$ cat config.mk
export PLATFORM = sky130hd
export DESIGN_NAME = spart_receive_flat
export DESIGN_NICKNAME = d
export VERILOG_FILES = /design/src/rtl/spart_receive_if.sv /design/src/rtl/spart_receive.sv /design/src/flat_wrapper.sv
export SDC_FILE = /design/constraint.sdc
export NUM_CORES = 1
export LEC_CHECK = 0
export ABC_CLOCK_PERIOD_IN_PS = 4800
export CAP_MARGIN = 0
export CORE_MARGIN = 1.5
export CORE_UTILIZATION = 59
export DETAILED_ROUTE_END_ITERATION = 16
export GPL_TIMING_DRIVEN = 0
export MAX_ROUTING_LAYER = met4
export PLACE_DENSITY = 0.94
export SYNTH_ARGS = -nofsm -noshare
export SYNTH_HDL_FRONTEND = slang
export SYNTH_SLANG_ARGS = --single-unit
export TNS_END_PERCENT = 100
$ cat constraint.sdc
create_clock -name clk -period 4.8 [get_ports clk]
set_input_delay 1.2 -clock clk [delete_from_list [all_inputs] [get_ports clk]]
set_output_delay 1.2 -clock clk [all_outputs]
set_load 0.005 [all_outputs]
$ cat src/rtl/spart_receive_if.sv
// rtl/spart_receive_if.sv - processor-side register bus of the SPART receiver
interface spart_receive_if #(
    parameter int DATA_BITS = 8
);
    logic                 iocs;
    logic                 iorw;
    logic [1:0]           ioaddr;
    logic [DATA_BITS-1:0] rx_data;
    logic                 rda;
    logic                 framing_err;
    logic                 overrun;

    modport master (
        output iocs, iorw, ioaddr,
        input  rx_data, rda, framing_err, overrun
    );

    modport slave (
        input  iocs, iorw, ioaddr,
        output rx_data, rda, framing_err, overrun
    );
endinterface

$ cat src/rtl/spart_receive.sv
// rtl/spart_receive.sv - SPART receiver: oversampled 8N1 frame recovery with rda/error status
module spart_receive #(
    parameter int OVERSAMPLE = 16,
    parameter int DATA_BITS  = 8
) (
    input  logic           clk,
    input  logic           rst,
    input  logic           brg_en,
    input  logic           rxd,
    spart_receive_if.slave bus
);
    localparam int TW = $clog2(OVERSAMPLE + 1);
    localparam int BW = $clog2(DATA_BITS + 1);

    localparam logic [TW-1:0] TICK_HALF = TW'(OVERSAMPLE / 2);
    localparam logic [TW-1:0] TICK_FULL = TW'(OVERSAMPLE);
    localparam logic [BW-1:0] BIT_LAST  = BW'(DATA_BITS);

    localparam logic [1:0] IDLE  = 2'd0;
    localparam logic [1:0] START = 2'd1;
    localparam logic [1:0] DATA  = 2'd2;
    localparam logic [1:0] STOP  = 2'd3;

    logic                 sync1_q, sync1_d;
    logic                 sync2_q, sync2_d;
    logic                 rxd_prev_q, rxd_prev_d;
    logic [1:0]           state_q, state_d;
    logic [TW-1:0]        tick_q, tick_d;
    logic [BW-1:0]        bit_q, bit_d;
    logic [DATA_BITS-1:0] shift_q, shift_d;
    logic [DATA_BITS-1:0] rx_data_q, rx_data_d;
    logic                 rda_q, rda_d;
    logic                 framing_err_q, framing_err_d;
    logic                 overrun_q, overrun_d;

    logic                 rxd_s;
    logic [TW-1:0]        tick_inc;
    logic [BW-1:0]        bit_inc;
    logic                 data_rd;
    logic                 stat_rd;
    logic                 frame_ok;
    logic                 frame_bad;

    assign rxd_s    = sync2_q;
    assign tick_inc = tick_q + TW'(1);
    assign bit_inc  = bit_q + BW'(1);
    assign data_rd  = bus.iocs & bus.iorw & (bus.ioaddr == 2'd0);
    assign stat_rd  = bus.iocs & bus.iorw & (bus.ioaddr == 2'd1);

    always_comb begin
        sync1_d    = rxd;
        sync2_d    = sync1_q;
        rxd_prev_d = rxd_s;
        state_d    = state_q;
        tick_d     = tick_q;
        bit_d      = bit_q;
        shift_d    = shift_q;
        frame_ok   = 1'b0;
        frame_bad  = 1'b0;

        case (state_q)
            IDLE: begin
                // Edge-only trigger: a line parked low never restarts a frame.
                if (rxd_prev_q && !rxd_s) begin
                    state_d = START;
                    tick_d  = '0;
                end
            end
            START: begin
                if (brg_en) begin
                    tick_d = tick_inc;
                    if (tick_inc == TICK_HALF) begin
                        if (!rxd_s) begin
                            state_d = DATA;
                            tick_d  = '0;
                            bit_d   = '0;
                        end else begin
                            state_d = IDLE;
                        end
                    end
                end
            end
            DATA: begin
                if (brg_en) begin
                    tick_d = tick_inc;
                    if (tick_inc == TICK_FULL) begin
                        tick_d  = '0;
                        shift_d = {rxd_s, shift_q[DATA_BITS-1:1]};
                        bit_d   = bit_inc;
                        if (bit_inc == BIT_LAST) begin
                            state_d = STOP;
                        end
                    end
                end
            end
            STOP: begin
                if (brg_en) begin
                    tick_d = tick_inc;
                    if (tick_inc == TICK_FULL) begin
                        state_d   = IDLE;
                        tick_d    = '0;
                        frame_ok  = rxd_s;
                        frame_bad = !rxd_s;
                    end
                end
            end
            default: state_d = IDLE;
        endcase
    end

    // A completing frame outranks a same-cycle clear; error set outranks status clear.
    always_comb begin
        rx_data_d     = frame_ok ? shift_q : rx_data_q;
        rda_d         = rda_q;
        framing_err_d = framing_err_q;
        overrun_d     = overrun_q;
        if (data_rd)  rda_d = 1'b0;
        if (frame_ok) rda_d = 1'b1;
        if (stat_rd) begin
            framing_err_d = 1'b0;
            overrun_d     = 1'b0;
        end
        if (frame_bad) framing_err_d = 1'b1;
        if (frame_ok && rda_q && !data_rd) overrun_d = 1'b1;
    end

    always_ff @(posedge clk or posedge rst) begin
        if (rst) begin
            sync1_q       <= 1'b1;
            sync2_q       <= 1'b1;
            rxd_prev_q    <= 1'b1;
            state_q       <= IDLE;
            tick_q        <= '0;
            bit_q         <= '0;
            shift_q       <= '0;
            rx_data_q     <= '0;
            rda_q         <= 1'b0;
            framing_err_q <= 1'b0;
            overrun_q     <= 1'b0;
        end else begin
            sync1_q       <= sync1_d;
            sync2_q       <= sync2_d;
            rxd_prev_q    <= rxd_prev_d;
            state_q       <= state_d;
            tick_q        <= tick_d;
            bit_q         <= bit_d;
            shift_q       <= shift_d;
            rx_data_q     <= rx_data_d;
            rda_q         <= rda_d;
            framing_err_q <= framing_err_d;
            overrun_q     <= overrun_d;
        end
    end

    assign bus.rx_data     = rx_data_q;
    assign bus.rda         = rda_q;
    assign bus.framing_err = framing_err_q;
    assign bus.overrun     = overrun_q;
endmodule
$ cat src/flat_wrapper.sv
// flat-port wrapper written by rule: the top's interface ports become plain ports
module spart_receive_flat 
#(
    parameter int OVERSAMPLE = 16,
    parameter int DATA_BITS  = 8
)
  (clk, rst, brg_en, rxd, bus_iocs, bus_iorw, bus_ioaddr, bus_rx_data, bus_rda, bus_framing_err, bus_overrun);
  spart_receive_if #(.DATA_BITS(DATA_BITS)) bus_i ();
  input  logic clk;
  input  logic rst;
  input  logic brg_en;
  input  logic rxd;
  input wire logic [$bits(bus_i.iocs)-1:0] bus_iocs;
  input wire logic [$bits(bus_i.iorw)-1:0] bus_iorw;
  input wire logic [$bits(bus_i.ioaddr)-1:0] bus_ioaddr;
  output wire logic [$bits(bus_i.rx_data)-1:0] bus_rx_data;
  output wire logic [$bits(bus_i.rda)-1:0] bus_rda;
  output wire logic [$bits(bus_i.framing_err)-1:0] bus_framing_err;
  output wire logic [$bits(bus_i.overrun)-1:0] bus_overrun;
  assign bus_i.iocs = bus_iocs;
  assign bus_i.iorw = bus_iorw;
  assign bus_i.ioaddr = bus_ioaddr;
  assign bus_rx_data = bus_i.rx_data;
  assign bus_rda = bus_i.rda;
  assign bus_framing_err = bus_i.framing_err;
  assign bus_overrun = bus_i.overrun;
  spart_receive #(.OVERSAMPLE(OVERSAMPLE), .DATA_BITS(DATA_BITS)) u_core (.clk(clk), .rst(rst), .brg_en(brg_en), .rxd(rxd), .bus(bus_i));
endmodule
==> results of run 1 <==
## per-stage QoR
stage | cells | power (mW)
finish | 189 | 0.7570
global route | 189 | 0.7984
CTS | 189 | 0.7546
detailed placement | 181 | 0.5401
global placement | 181 | 0.5236
floorplan | 133 | 0.4879
## routing by layer
layer,routed length [um],GRT usage (%)
met1,1374,30.86
met2,1447,36.31
met3,142,6.720
met4,67,12.60
met5,0,-
## power by group
part           total (mW)  switching, mW  internal [mW]
Combinational       0.192          0.109         0.0836
Clock               0.215         0.0904          0.124
Sequential          0.350         0.0426          0.307
Total               0.757          0.242          0.515
## state kept, by name, summed over array words and instances (netlist names), named ones only
| name | cells |
|---|---|
| u_core.sync1_q | 1 |
| u_core.shift_q | 8 |
| u_core.bit_q | 4 |
| u_core.rxd_prev_d | 1 |
| u_core.state_q | 1 |
| u_core.bus.rda | 1 |
| u_core.bus.rx_data | 8 |
| u_core.bus.framing_err | 1 |
| u_core.rxd_prev_q | 1 |
| u_core.tick_q | 5 |
| u_core.bus.overrun | 1 |
## final cells by class
class / instances / area (um2) / share of cell area (%)
clock inverter: 1 / 30.03 / 1.578
buffer: 5 / 35.03 / 1.841
inverter: 4 / 15.01 / 0.7890
sequential: 33 / 829.5 / 43.59
multi-input combinational: 91 / 720.7 / 37.87
timing repair buffer: 18 / 180.2 / 9.467
tap: 30 / 37.54 / 1.972
clock buffer: 7 / 55.05 / 2.893
## critical path: cells and delay by family
family / cells / cell delay, ns
buffers and inverters: 2 / 0.77
AO/OA/AOI/OAI: 2 / 0.49
AND/OR/NAND/NOR: 3 / 0.36
## cells by family after synthesis
logic type / share of synthesized area [%]
mux: 14.39
compound gates: 12.98
buf+inv: 3.127
simple gates: 14.23
xor+xnor: 1.095
flops: 51.84
fa+ha+maj: 2.346
## layout by cell type, fill, tap and decap left out, types with 2 or more instances in the layout
cell,instances
sky130_fd_sc_hd__ha_1,3
sky130_fd_sc_hd__nor3_1,4
sky130_fd_sc_hd__mux2i_1,2
sky130_fd_sc_hd__clkbuf_4,5
sky130_fd_sc_hd__a32o_1,4
sky130_fd_sc_hd__nand2_1,8
sky130_fd_sc_hd__a21o_1,2
sky130_fd_sc_hd__nand4_1,2
sky130_fd_sc_hd__o21ai_0,6
sky130_fd_sc_hd__and2_1,4
sky130_fd_sc_hd__dfrtp_1,30
sky130_fd_sc_hd__and3_1,2
sky130_fd_sc_hd__mux2_2,8
sky130_fd_sc_hd__buf_6,2
sky130_fd_sc_hd__mux2_4,8
sky130_fd_sc_hd__nand3_1,4
sky130_fd_sc_hd__clkbuf_1,3
sky130_fd_sc_hd__clkdlybuf4s50_1,18
sky130_fd_sc_hd__inv_1,4
sky130_fd_sc_hd__nor2b_1,2
sky130_fd_sc_hd__dfstp_2,3
sky130_fd_sc_hd__nor2_1,8
sky130_fd_sc_hd__nand3b_1,2
sky130_fd_sc_hd__a22o_1,2
sky130_fd_sc_hd__a2bb2oi_1,3
## path summary, 6_finish.rpt
kind | from | endpoint | slack [ns] | cells past startpoint
hold reg to reg | u_core.sync1_q | u_core.rxd_prev_d | 0.37 | 0
min in group asynchronous | rst | u_core.bus.rx_data[3] | 1.50 | 2
max in group asynchronous | rst | u_core.bit_q[1] | 2.59 | 2
setup / recovery | brg_en | u_core.state_q[0] | 2.19 | 7
setup reg to reg | u_core.tick_q[0] | u_core.bus.rx_data[6] | 2.40 | 8
hold / removal | u_core.sync1_q | u_core.rxd_prev_d | 0.37 | 0
==> results.ini, run 1 <==
[timing]
unrepaired_setup_endpoints_after_global_routing = no
final.hold.worst_slack_ns = 0.3658
setup_ws_ns = 2.191
timing_hold_violations_final = 0
final-max-slew-violation-count = 0
timing.max_slew.rel_slack_pct = 21.46
worst_slew_pin_slew_ns = 1.177
setup_total_negative_slack_ns = 0
finClkSkew_ns = 0.009738
finalSetupViolCount = 0
final_worst_path_period_share_pct = 54.35
finalWorstPathRequiredPeriod_ns = 2.609
max_freq_ghz = 0.3833

[yosys]
yosysSeqAreaShare_pct = 51.84
post_synth_inst_count = 133
mappedNetlistArea_um2 = 1600
synth_top_cells_by_area = sky130_fd_sc_hd__dfrtp_1 47%, sky130_fd_sc_hd__mux2_4 7.5%, sky130_fd_sc_hd__mux2_2 5.6%
yosysMostFrequentCell = sky130_fd_sc_hd__dfrtp_1
dominantRegCellSynth = sky130_fd_sc_hd__dfrtp_1
synth_enable_flop_cells = 0
synth.avg_cell_area_um2 = 12.03
synth.ff_latch_count = 33
synth_top_cell_area_share_pct = 46.91
synth.yosys.warnings = 0
synth_top_area_cell = sky130_fd_sc_hd__dfrtp_1
synth_cell_types = 41
net_count_after_synthesis = 144
yosys-top-cells-count = 30 x sky130_fd_sc_hd__dfrtp_1, 8 x sky130_fd_sc_hd__mux2_2, 8 x sky130_fd_sc_hd__mux2_4, 8 x sky130_fd_sc_hd__nand2_1, 8 x sky130_fd_sc_hd__nor2_1
postSynth.asyncResetShare_pct = 100.0

[route]
drt_first_pass_iters = 4
initialDrtViolationCount = 20
detail_route.wl_per_cell_um = 16.04
drt-total-wl_mm = 3.032
postRouteAntennaNets = 0
detail_route.drc_violations = 0
mean_number_of_vias_per_cell = 6.021
detailed_route_via_count = 1138

[place]
routabilityCongestion = 0.8306
pre_cts_slack_ns = 1.886
dp_hpwl_mm = 2.119
postPlaceCellArea_um2 = 1818
port_buffers = 18

[cts]
cts_repair_resize_count = 0
holdBufCountCts = 0
clock_insertion_delay_worst_skew_ns = 0.33
cts_buffer_depth = 2
cts_setup_buffers = 0
htree_num_levels = 2
clkSinkCount = 33
clkSlewWorstSetupHoldPaths_ns = 0.09
tritoncts = yes
tritoncts_buffers = 5
clk_root_buffer_cell = sky130_fd_sc_hd__clkbuf_4

[critical_path]
cp_slowest_stage_delay_ns = 0.50
endpoint_kind = flip-flop
critical_path_peak_fanout = 7
worstSetupStartpointType = primary input
criticalPathCategory = primary input to flip-flop
crit_path_top_delay_cell = sky130_fd_sc_hd__clkdlybuf4s50_1
path_cells = clkdlybuf4s50_1, o21ai_0, and2_1, clkbuf_1, nor3_1, o32ai_1, nor2_1
worstPathRequired_ns = 5.01
worstPathArrival_ns = 2.82

[global_routing]
pin_count_of_the_biggest_net_entering_global_routing = 34
vias_in_the_first_global_route = 1157
grt.overflow.total = 0
antenna_found_initial = 0
wire_length_of_the_first_global_routing_pass_mm = 5.030
globalRouteTotalUtil_pct = 24.51

[power_and_ir_drop]
peakVddDrop_mv = 0.4639
power.leakage_nw = 0.8787
power_density_normalized_to_cell_area_nw_per_um2 = 397.8

[die]
floorplan.die_area_um2 = 3034
row_count = 18
initial_utilization_pct = 63.44
design.portCount = 19
dieWidth_um = 55.08
chipHeight_um = 55.08
coreArea_um2 = 2522

[layout]
finish.instance_area_um2 = 1903
areaGrowthSynthToFinish_pct = 18.92
ratio_of_cells_with_drive_above_1_in_the_final_layout_pct = 19.50
antenna_cells = 0
finalNetCount = 169
filler_cell_count = 175
postLayoutCoreUtil_pct = 75.45

[hold_path]
min_path_type = flip-flop to flip-flop

[status]
status = finished clean

[flow_run]
drv_cap = 0

Power figures use the tool's default switching activity.
==> run 2, diff against run 1 <==
ABC_CLOCK_PERIOD_IN_PS = 2400   (was 4800)
CORE_UTILIZATION = 49   (was 59)
PLACE_DENSITY = 0.84   (was 0.94)
clock period = 2.4 ns   (was 4.8 ns; I/O delays follow)
==> run 2 against run 1 <==
Clock skew up 0.0023 ns. Sequential power up 100%. Critical endpoint is now u_core.bus.rx_data[5]. Largest power group unchanged. Register-to-register slack got worse by 2.3 ns. Highest routed layer unchanged.
==> results.ini, run 2 (synthesis gave the netlist of run 1 again) <==
[global_routing]
antenna_found_initial = 0
wire_length_of_the_first_global_routing_pass_mm = 4.733
grt-busiest-layer = met2
grt.overflow.total = 0
gr-usage-met1_pct = 22.24
pin_count_of_the_biggest_net_entering_global_routing = 34
use_met2_pct = 29.04
vias_in_the_first_global_route = 1058
grt_util_met3_pct = 5.195
globalRouteTotalUtil_pct = 18.41

[die]
dieWidth_um = 60.15
design.portCount = 19
initial_utilization_pct = 51.99
floorplan.die_area_um2 = 3617
chipHeight_um = 60.15
coreArea_um2 = 3078
row_count = 20

[hold_path]
number_of_cells_traversed_by_the_worst_hold_path = 0
worstHoldEndpoint = u_core.rxd_prev_d
hold_path.startpoint = u_core.sync1_q
min_path_type = flip-flop to flip-flop

[power_and_ir_drop]
power_density_normalized_to_cell_area_nw_per_um2 = 711.7
power.leakage_nw = 0.8818
report.power.total_mw = 1.369
peakVddDrop_mv = 0.3784

[layout]
antenna_cells = 0
areaGrowthSynthToFinish_pct = 20.17
filler_cell_count = 235
final-seq-area_um2 = 830.8
layout_commonest_cell = sky130_fd_sc_hd__dfrtp_1
ratio_of_cells_with_drive_above_1_in_the_final_layout_pct = 21.25
final_cell_mix = 29 x sky130_fd_sc_hd__dfrtp_1, 18 x sky130_fd_sc_hd__clkdlybuf4s50_1
finalNetCount = 170
multi_input_comb_area_um2 = 728.2

[critical_path]
critical_path_peak_fanout = 10
crit_path_top_delay_cell = sky130_fd_sc_hd__dfrtp_1
timing.reg2reg.worst_path_depth = 8
endpoint_kind = flip-flop
regToRegEndpoint = u_core.bus.rx_data[5]
worstSetupStartpointType = flip-flop
worstPathRequired_ns = 2.61
criticalPathCategory = flip-flop to flip-flop
worst_r2r_startpoint = u_core.tick_q[1]
r2r_setup_slack_ns = 0.13
worst_path_dominant_cell_family = simple AND/OR/NAND/NOR gates
path_cells = ha_1, nand3_1, xnor2_2, and3_1, buf_6, and3_4, buf_6, mux2_4
worstPathArrival_ns = 2.48
worst-path-buf-inv = 2
cp_slowest_stage_delay_ns = 0.46
critPathMostFrequentCell = sky130_fd_sc_hd__buf_6

[cts]
clk_root_buffer_cell = sky130_fd_sc_hd__clkbuf_4
tritoncts_buffers = 5
clock_insertion_delay_worst_skew_ns = 0.33
htree_num_levels = 2
tritoncts = yes
clkSinkCount = 33
holdBufCountCts = 0
clkSlewWorstSetupHoldPaths_ns = 0.10
cts_buffer_depth = 2

[place]
pre_cts_slack_ns = 0.1083
routabilityCongestion = 0.8408
port_buffers = 18
dp_hpwl_mm = 2.117

[flow_run]
drv_cap = 0

[route]
detail_route.drc_violations = 0
drt-total-wl_mm = 2.940
detail_route.wl_per_cell_um = 14.41
initialDrtViolationCount = 27
postRouteAntennaNets = 0
drt_first_pass_iters = 4
detailed_route_via_count = 1093
mean_number_of_vias_per_cell = 5.358

[status]
status = finished clean

[timing]
finClkSkew_ns = 0.01201
timing.max_slew.rel_slack_pct = 67.72
finalSetupViolCount = 0
worst_slew_pin_slew_ns = 0.4819
final-max-slew-violation-count = 0
setup_ws_ns = 0.1349
unrepaired_setup_endpoints_after_global_routing = no
finalWorstPathRequiredPeriod_ns = 2.265
setup_total_negative_slack_ns = 0
final_worst_path_period_share_pct = 94.38
timing_hold_violations_final = 0
max_freq_ghz = 0.4415

[run 2: final cells by class]
class | instances | share of cell area (%)
buffer | 5 | 1.822
clock buffer | 6 | 2.147
clock inverter | 2 | 0.5205
inverter | 4 | 0.7807
multi-input combinational | 91 | 37.87
sequential | 33 | 43.20
tap | 44 | 2.863
timing repair buffer | 19 | 10.80
[run 2: worst register-to-register path, stage by stage (launching register included)]
cell	delay [ns]
sky130_fd_sc_hd__dfrtp_1	0.46
sky130_fd_sc_hd__ha_1	0.29
sky130_fd_sc_hd__nand3_1	0.17
sky130_fd_sc_hd__xnor2_2	0.23
sky130_fd_sc_hd__and3_1	0.20
sky130_fd_sc_hd__buf_6	0.13
sky130_fd_sc_hd__and3_4	0.19
sky130_fd_sc_hd__buf_6	0.17
sky130_fd_sc_hd__mux2_4	0.32
[run 2: metrics by stage]
stage          instances  utilization (%)  hold WS [ns]  area (um2)
2_1_floorplan        133                -        0.3452        1600
5_1_grt              204            62.48        0.3759        1923
4_1_cts              203            61.30        0.3684        1887
3_3_place_gp         195            59.63        0.3469        1836
3_5_place_dp         195            59.63        0.3553        1836
6_report             204            62.48        0.3650        1923
[run 2: how the worst max path moves through the flow]
| stage | cells after the start | slack [ns] | end | startpoint |
|---|---|---|---|---|
| after floorplan | 8 | 0.30 | u_core.bus.rx_data[0] | u_core.tick_q[0] |
| after CTS | 8 | 0.07 | u_core.bus.rx_data[5] | u_core.tick_q[0] |
| after global placement | 7 | 0.13 | u_core.state_q[0] | brg_en |
| final | 8 | 0.13 | u_core.bus.rx_data[5] | u_core.tick_q[1] |
| after global routing | 8 | 0.01 | u_core.bus.rx_data[1] | u_core.tick_q[1] |
| after detailed placement | 7 | 0.11 | u_core.state_q[0] | brg_en |
[run 2: report_power, final]
part / internal [mW] / switching, mW / leakage (nW)
logic: 0.175 / 0.205 / 0.410
clock network: 0.111 / 0.176 / 0.0320
registers: 0.616 / 0.0853 / 0.439
total: 0.902 / 0.466 / 0.882
[run 2: per-layer routing]
layer | vias to the layer above | part of all wire, % | routed length (um)
met2 | 19 | 50 | 1468
met5 | - | 0 | 0
met3 | 7 | 4.3 | 125
li1 | 544 | - | -
met4 | 0 | 1.5 | 43
met1 | 523 | 44 | 1302
[run 2: timing repair]
action / in CTS / in global routing
setup buffers: 0 / 0
endpoints found under the setup margin: 0 / 8
gates resized for setup: 0 / 2
==> run 3, diff against run 2 <==
CAP_MARGIN = 10   (was 0)
==> results of run 3 <==
No change in the layout: final DEF, timing and power equal those of run 2.
